`config.mk`:
```
export PLATFORM = sky130hd
export DESIGN_NAME = dmem_bus_bridge
export DESIGN_NICKNAME = d
export VERILOG_FILES = /design/src/rtl/dmem_bus_bridge_pkg.sv /design/src/rtl/bus_wait_timer.sv /design/src/rtl/dmem_bus_bridge.sv
export SDC_FILE = /design/constraint.sdc
export NUM_CORES = 1
export LEC_CHECK = 0
export BUFFER_PORTS_ARGS = -buffer_cell sky130_fd_sc_hd__buf_2
export CAP_MARGIN = 20
export CORE_UTILIZATION = 48
export CTS_BUF_LIST = sky130_fd_sc_hd__clkbuf_8
export DETAILED_ROUTE_END_ITERATION = 10
export PLACE_DENSITY = 0.81
export SETUP_SLACK_MARGIN = 0.05
export SLEW_MARGIN = 10
export SYNTH_ARGS = -nofsm -noshare
export SYNTH_HDL_FRONTEND = slang
export SYNTH_HIERARCHICAL = 1
export SYNTH_SLANG_ARGS = --single-unit
export TNS_END_PERCENT = 100
```
`constraint.sdc`:
```
create_clock -name clk -period 2.1 [get_ports clk]
set_input_delay 0.42 -clock clk [delete_from_list [all_inputs] [get_ports clk]]
set_output_delay 0.42 -clock clk [all_outputs]
set_load 0.05 [all_outputs]
```
`src/rtl/dmem_bus_bridge_pkg.sv`:
```
// rtl/dmem_bus_bridge_pkg.sv - shared word widths, enable constants and request record for the data-memory bus bridge
package dmem_bus_bridge_pkg;

    localparam int WORD_W = 32;
    localparam int ADDR_W = 32;
    localparam int SEL_W  = 4;

    localparam logic CHIP_ENABLE   = 1'b1;
    localparam logic CHIP_DISABLE  = 1'b0;
    localparam logic WRITE_ENABLE  = 1'b1;
    localparam logic WRITE_DISABLE = 1'b0;

    localparam logic [WORD_W-1:0] ZERO_WORD = '0;

    // Request fields captured from the memory-access stage and replayed on the bus.
    typedef struct packed {
        logic              we;
        logic [ADDR_W-1:0] addr;
        logic [SEL_W-1:0]  sel;
        logic [WORD_W-1:0] wdata;
    } bus_req_t;

endpackage

```
`src/rtl/bus_wait_timer.sv`:
```
// rtl/bus_wait_timer.sv - saturating wait counter that flags when a bus access has waited too long
//
// Ports:
//   clk     in  rising-edge clock
//   rst     in  synchronous active-high reset
//   clear   in  force the count to zero (held while no access is outstanding)
//   enable  in  count one waited cycle
//   expired out count has reached TIMEOUT_CYCLES-1
module bus_wait_timer #(
    parameter int TIMEOUT_CYCLES = 16
) (
    input  logic clk,
    input  logic rst,
    input  logic clear,
    input  logic enable,
    output logic expired
);

    localparam int CNT_W = $clog2(TIMEOUT_CYCLES) + 1;
    localparam logic [CNT_W-1:0] LIMIT = CNT_W'(TIMEOUT_CYCLES - 1);

    logic [CNT_W-1:0] count;

    // Stops at LIMIT so the count can never wrap back into range.
    always_ff @(posedge clk) begin
        if (rst || clear) begin
            count <= '0;
        end else if (enable && (count != LIMIT)) begin
            count <= count + 1'b1;
        end
    end

    assign expired = (count == LIMIT);

endmodule

```
`src/rtl/dmem_bus_bridge.sv`:
```
// rtl/dmem_bus_bridge.sv - bridges the pipeline memory-access stage onto a request/ack data bus with stall and timeout
//
// Ports:
//   clk, rst                     clock, synchronous active-high reset
//   mem_ce_i/we_i/addr_i/sel_i/data_i   access request from the memory-access stage
//   mem_data_o                   read data returned to the stage (held until next capture)
//   stallreq_o                   stall request while an access is outstanding
//   bus_req_o/we_o/addr_o/sel_o/wdata_o external bus request, valid only while BUSY
//   bus_ack_i, bus_rdata_i       bus completion and read data
//   err_o                        one-cycle pulse when an access is abandoned
module dmem_bus_bridge
    import dmem_bus_bridge_pkg::*;
#(
    parameter int TIMEOUT_CYCLES = 16
) (
    input  logic              clk,
    input  logic              rst,
    input  logic              mem_ce_i,
    input  logic              mem_we_i,
    input  logic [ADDR_W-1:0] mem_addr_i,
    input  logic [SEL_W-1:0]  mem_sel_i,
    input  logic [WORD_W-1:0] mem_data_i,
    output logic [WORD_W-1:0] mem_data_o,
    output logic              stallreq_o,
    output logic              bus_req_o,
    output logic              bus_we_o,
    output logic [ADDR_W-1:0] bus_addr_o,
    output logic [SEL_W-1:0]  bus_sel_o,
    output logic [WORD_W-1:0] bus_wdata_o,
    input  logic              bus_ack_i,
    input  logic [WORD_W-1:0] bus_rdata_i,
    output logic              err_o
);

    typedef enum logic [1:0] {
        ST_IDLE = 2'd0,
        ST_BUSY = 2'd1,
        ST_DONE = 2'd2
    } state_t;

    state_t            state, next_state;
    bus_req_t          req_q;
    logic [WORD_W-1:0] data_q;
    logic              busy;
    logic              start;
    logic              capture;
    logic [WORD_W-1:0] capture_word;
    logic              expired;

    assign busy = (state == ST_BUSY);

    // Timer is held clear outside BUSY, so every access starts counting from zero.
    bus_wait_timer #(
        .TIMEOUT_CYCLES(TIMEOUT_CYCLES)
    ) u_wait_timer (
        .clk     (clk),
        .rst     (rst),
        .clear   (!busy),
        .enable  (busy && !bus_ack_i),
        .expired (expired)
    );

    always_ff @(posedge clk) begin
        if (rst) begin
            state <= ST_IDLE;
        end else begin
            state <= next_state;
        end
    end

    always_comb begin
        next_state   = state;
        stallreq_o   = 1'b0;
        err_o        = 1'b0;
        start        = 1'b0;
        capture      = 1'b0;
        capture_word = ZERO_WORD;
        case (state)
            ST_IDLE: begin
                if (mem_ce_i == CHIP_ENABLE) begin
                    stallreq_o = 1'b1;
                    start      = 1'b1;
                    next_state = ST_BUSY;
                end
            end
            ST_BUSY: begin
                stallreq_o = 1'b1;
                // Ack takes priority over a timeout landing in the same cycle.
                if (bus_ack_i) begin
                    capture      = 1'b1;
                    capture_word = (req_q.we == WRITE_ENABLE) ? ZERO_WORD : bus_rdata_i;
                    next_state   = ST_DONE;
                end else if (expired) begin
                    capture    = 1'b1;
                    err_o      = 1'b1;
                    next_state = ST_DONE;
                end
            end
            ST_DONE: begin
                // Always return to IDLE so a held mem_ce_i is seen as a new request.
                next_state = ST_IDLE;
            end
            default: begin
                next_state = ST_IDLE;
            end
        endcase
        // The stage must never be stalled, nor an error flagged, while reset is held.
        if (rst) begin
            stallreq_o = 1'b0;
            err_o      = 1'b0;
        end
    end

    always_ff @(posedge clk) begin
        if (rst) begin
            req_q <= '0;
        end else if (start) begin
            req_q.we    <= (mem_we_i == WRITE_ENABLE);
            req_q.addr  <= mem_addr_i;
            req_q.sel   <= mem_sel_i;
            req_q.wdata <= mem_data_i;
        end
    end

    always_ff @(posedge clk) begin
        if (rst) begin
            data_q <= ZERO_WORD;
        end else if (capture) begin
            data_q <= capture_word;
        end
    end

    assign mem_data_o  = data_q;
    assign bus_req_o   = busy;
    assign bus_we_o    = busy && req_q.we;
    assign bus_addr_o  = busy ? req_q.addr  : '0;
    assign bus_sel_o   = busy ? req_q.sel   : '0;
    assign bus_wdata_o = busy ? req_q.wdata : ZERO_WORD;

endmodule

```
==> run metrics <==
status complete, but fails checks; violated checks DRC; R2R Setup Slk 0.16 ns; Die Ht 98.3 microns; Synth cell types 31; vias in the first global route 4,205; Switching Share 0.296; First DRT Iteration DRCs 136; Vias/cell 5.11; Final HPWL DP 7900 microns; Min-Delay Path Class in -> reg; antenna violations before repair 0; placed cell count 841; Worst Path Arrival 1.56 ns; area grow syn2layout 38.3%; Critical Path Start Type flip-flop; Net Count, Synth 670; combinational group share of total power 0.182; CTS sink count 108; CP endpoint kind output pin; Area after DPL 5570 sq um; Synth Cell Area 4460 sq um; Setup TNS Final 0 ns; input/output buffers 208; Yosys Warn Count 6; Slew Limit Fails 0; pre-CTS setup slack 0.155 ns; Overall Power 4.01 mW; Hold WS 0.284 ns; largest net degree at the start of global routing 71; Final Wtd Congestion 0.816; Num CTS Buffers 9; endpoints failing setup 0; hold_buf cts 0; CP max FO 32; leakage power 2.73 nW; Worst EP required 1.68 ns; # IOs 209; core footprint 8850 sq um; nets 856; Die X 98.3 microns; DIE AREA 9670 sq um; vias 4,402; Total Routing Usage GR 0.252; Clock transition at path regs 0.10 ns; fin crit period 1.98 ns; part of the cycle the worst path needs 0.945; Fin. Hold Viols 0; clk_lat worst skew 0.36 ns; CTS max path bufs 2; share of post-route cells with drive strength above 1 0.337; GRT overflow 0; Worst VDD drop 0.450 mV; DR DRC count 14; Initial Util 0.504; register share of total power 0.547; Psw 1.19 mW; CTS tree done; # diodes 0; setup ws final 0.115 ns; mean area per synthesized cell 7.91 sq um; Least-Margin Pin Slew 0.600 ns; Synth Instances 563; H-Tree Depth 3; Finished Layout Cells 861; Cell Pwr Density 650 nW/um^2; Int Pwr 2.82 mW; crit path kind reg -> out; first-pass GRT wire length 19,600 microns; DRT antenna net count 0; max-cap violations 0; clock share of power 0.271; Layout Utilization 0.696; Routed WL 12,100 microns; Clock Skews 0.00947 ns; # rows 34; Design Area, Final 6160 sq um; First-pass DRT Iterations 8; sequential element share of the synthesized area 0.485; Max Clk Rate 504 MHz; Relative slew margins 0.600; flops & latches, synth 108; drt wl/cell 14.1 microns; root buffer cell clkbuf_8; RSZ-0062 raised after global routing true
-- registers in the layout, summed over array words and instances (netlist names) --
signal	count
u_wait_timer/count	5
req_q	69
mem_data_o	32
state	2
-- synth_stat cells --
master      n  area, sq um
a211oi_1    1         7.51
a21oi_1    72          360
and2_1     69          432
and2b_2     1         8.76
and3_1      1         6.26
buf_1       2         7.51
buf_2      11         55.1
buf_4       1         7.51
buf_6       1         11.3
clkbuf_1   32          120
dfxtp_1   108         2160
ha_1        2         25.0
inv_1       2         7.51
nand2_1   140          526
nand2b_1   32          200
nand2b_2    1         8.76
nand2b_4    1         13.8
nand3_1     1         5.00
nand3b_1    1         7.51
nand4_1    32          200
nor2_1      8         30.0
nor3_1      2         10.0
nor3b_2     2         25.0
nor4b_1     1         8.76
o21ai_0    28          140
o21ai_1     5         25.0
or2_2       2         12.5
or3_1       1         6.26
or3b_1      1         8.76
xnor2_1     1         8.76
xor2_1      1         8.76
-- power by group through the flow --
| stage | Sequential, mW | Combinational [mW] | Clock [mW] |
|---|---|---|---|
| floorplan | 2.27 | 0.419 | 0 |
| global placement | 2.24 | 0.668 | 0 |
| detailed placement | 2.24 | 0.681 | 0 |
| CTS | 2.19 | 0.728 | 1.12 |
| global route | 2.20 | 0.791 | 1.20 |
| finish | 2.19 | 0.731 | 1.08 |
-- cells by family after synthesis --
family	count (synthesis)	synth area share
AND/OR/NAND/NOR	296	0.339
flip-flops	108	0.485
AO/OA/AOI/OAI	106	0.120
buffers and inverters	49	0.0469
XOR/XNOR	2	0.00393
adder cells (fa/ha/maj)	2	0.00562
-- worst max-delay path: stages (launching register included) --
cell and delay (ns):
dfxtp_4 0.37, nand2b_4 0.18, inv_4 0.12, buf_12 0.18, and2_1 0.15, buf_4 0.20
-- area by class of cell --
class | count | area [sq um]
Clock buffer | 9 | 124
Fill cell | 722 | 2690
Clock inverter | 6 | 35.0
Multi-Input combinational cell | 406 | 2150
Timing Repair Buffer | 222 | 1530
Tap cell | 108 | 135
Inverter | 2 | 10.0
Sequential cell | 108 | 2170
-- worst paths after layout --
kind	to	start	cells after the start
worst max-delay path	bus_wdata_o[16]	state[1]$_SDFFE_PP0P_	5
worst min-delay path	mem_data_o[15]$_SDFFE_PP0P_	bus_rdata_i[15]	3
worst max register to register	mem_data_o[31]$_SDFFE_PP0P_	u_wait_timer/count[1]$_SDFFE_PP0P_	7
worst min register to register	req_q[42]$_SDFFE_PP0P_	req_q[42]$_SDFFE_PP0P_	2
-- per-layer routing --
metal,global-route usage,part of all wire
met5,0,0
met4,0.0918,0.014
met3,0.0766,0.083
met2,0.449,0.50
met1,0.285,0.40
-- layout by cell type (no fill, tap or decap), drive strengths merged --
master    synthesis  layout
a211oi            1       1
a21oi            72      72
and2             69      69
and2b             1       1
and3              1       1
buf              15     222
clkbuf           32       9
clkinv            0       1
clkinvlp          0       3
dfxtp           108     108
ha                2       2
inv               2       4
nand2           140     140
nand2b           34      34
nand3             1       1
nand3b            1       1
nand4            32      32
nor2              8       8
nor3              2       2
nor3b             2       2
nor4b             1       1
o21ai            33      33
or2               2       2
or3               1       1
or3b              1       1
xnor2             1       1
xor2              1       1
-- timing repair --
| item | CTS | global route |
|---|---|---|
| gates resized for setup | 112 | 13 |
| setup buffers | 0 | 4 |
| cloned | 1 | 0 |
| setup endpoints to repair | 71 | 45 |
| pin swaps | 0 | 1 |
Power figures use the tool's default switching activity.
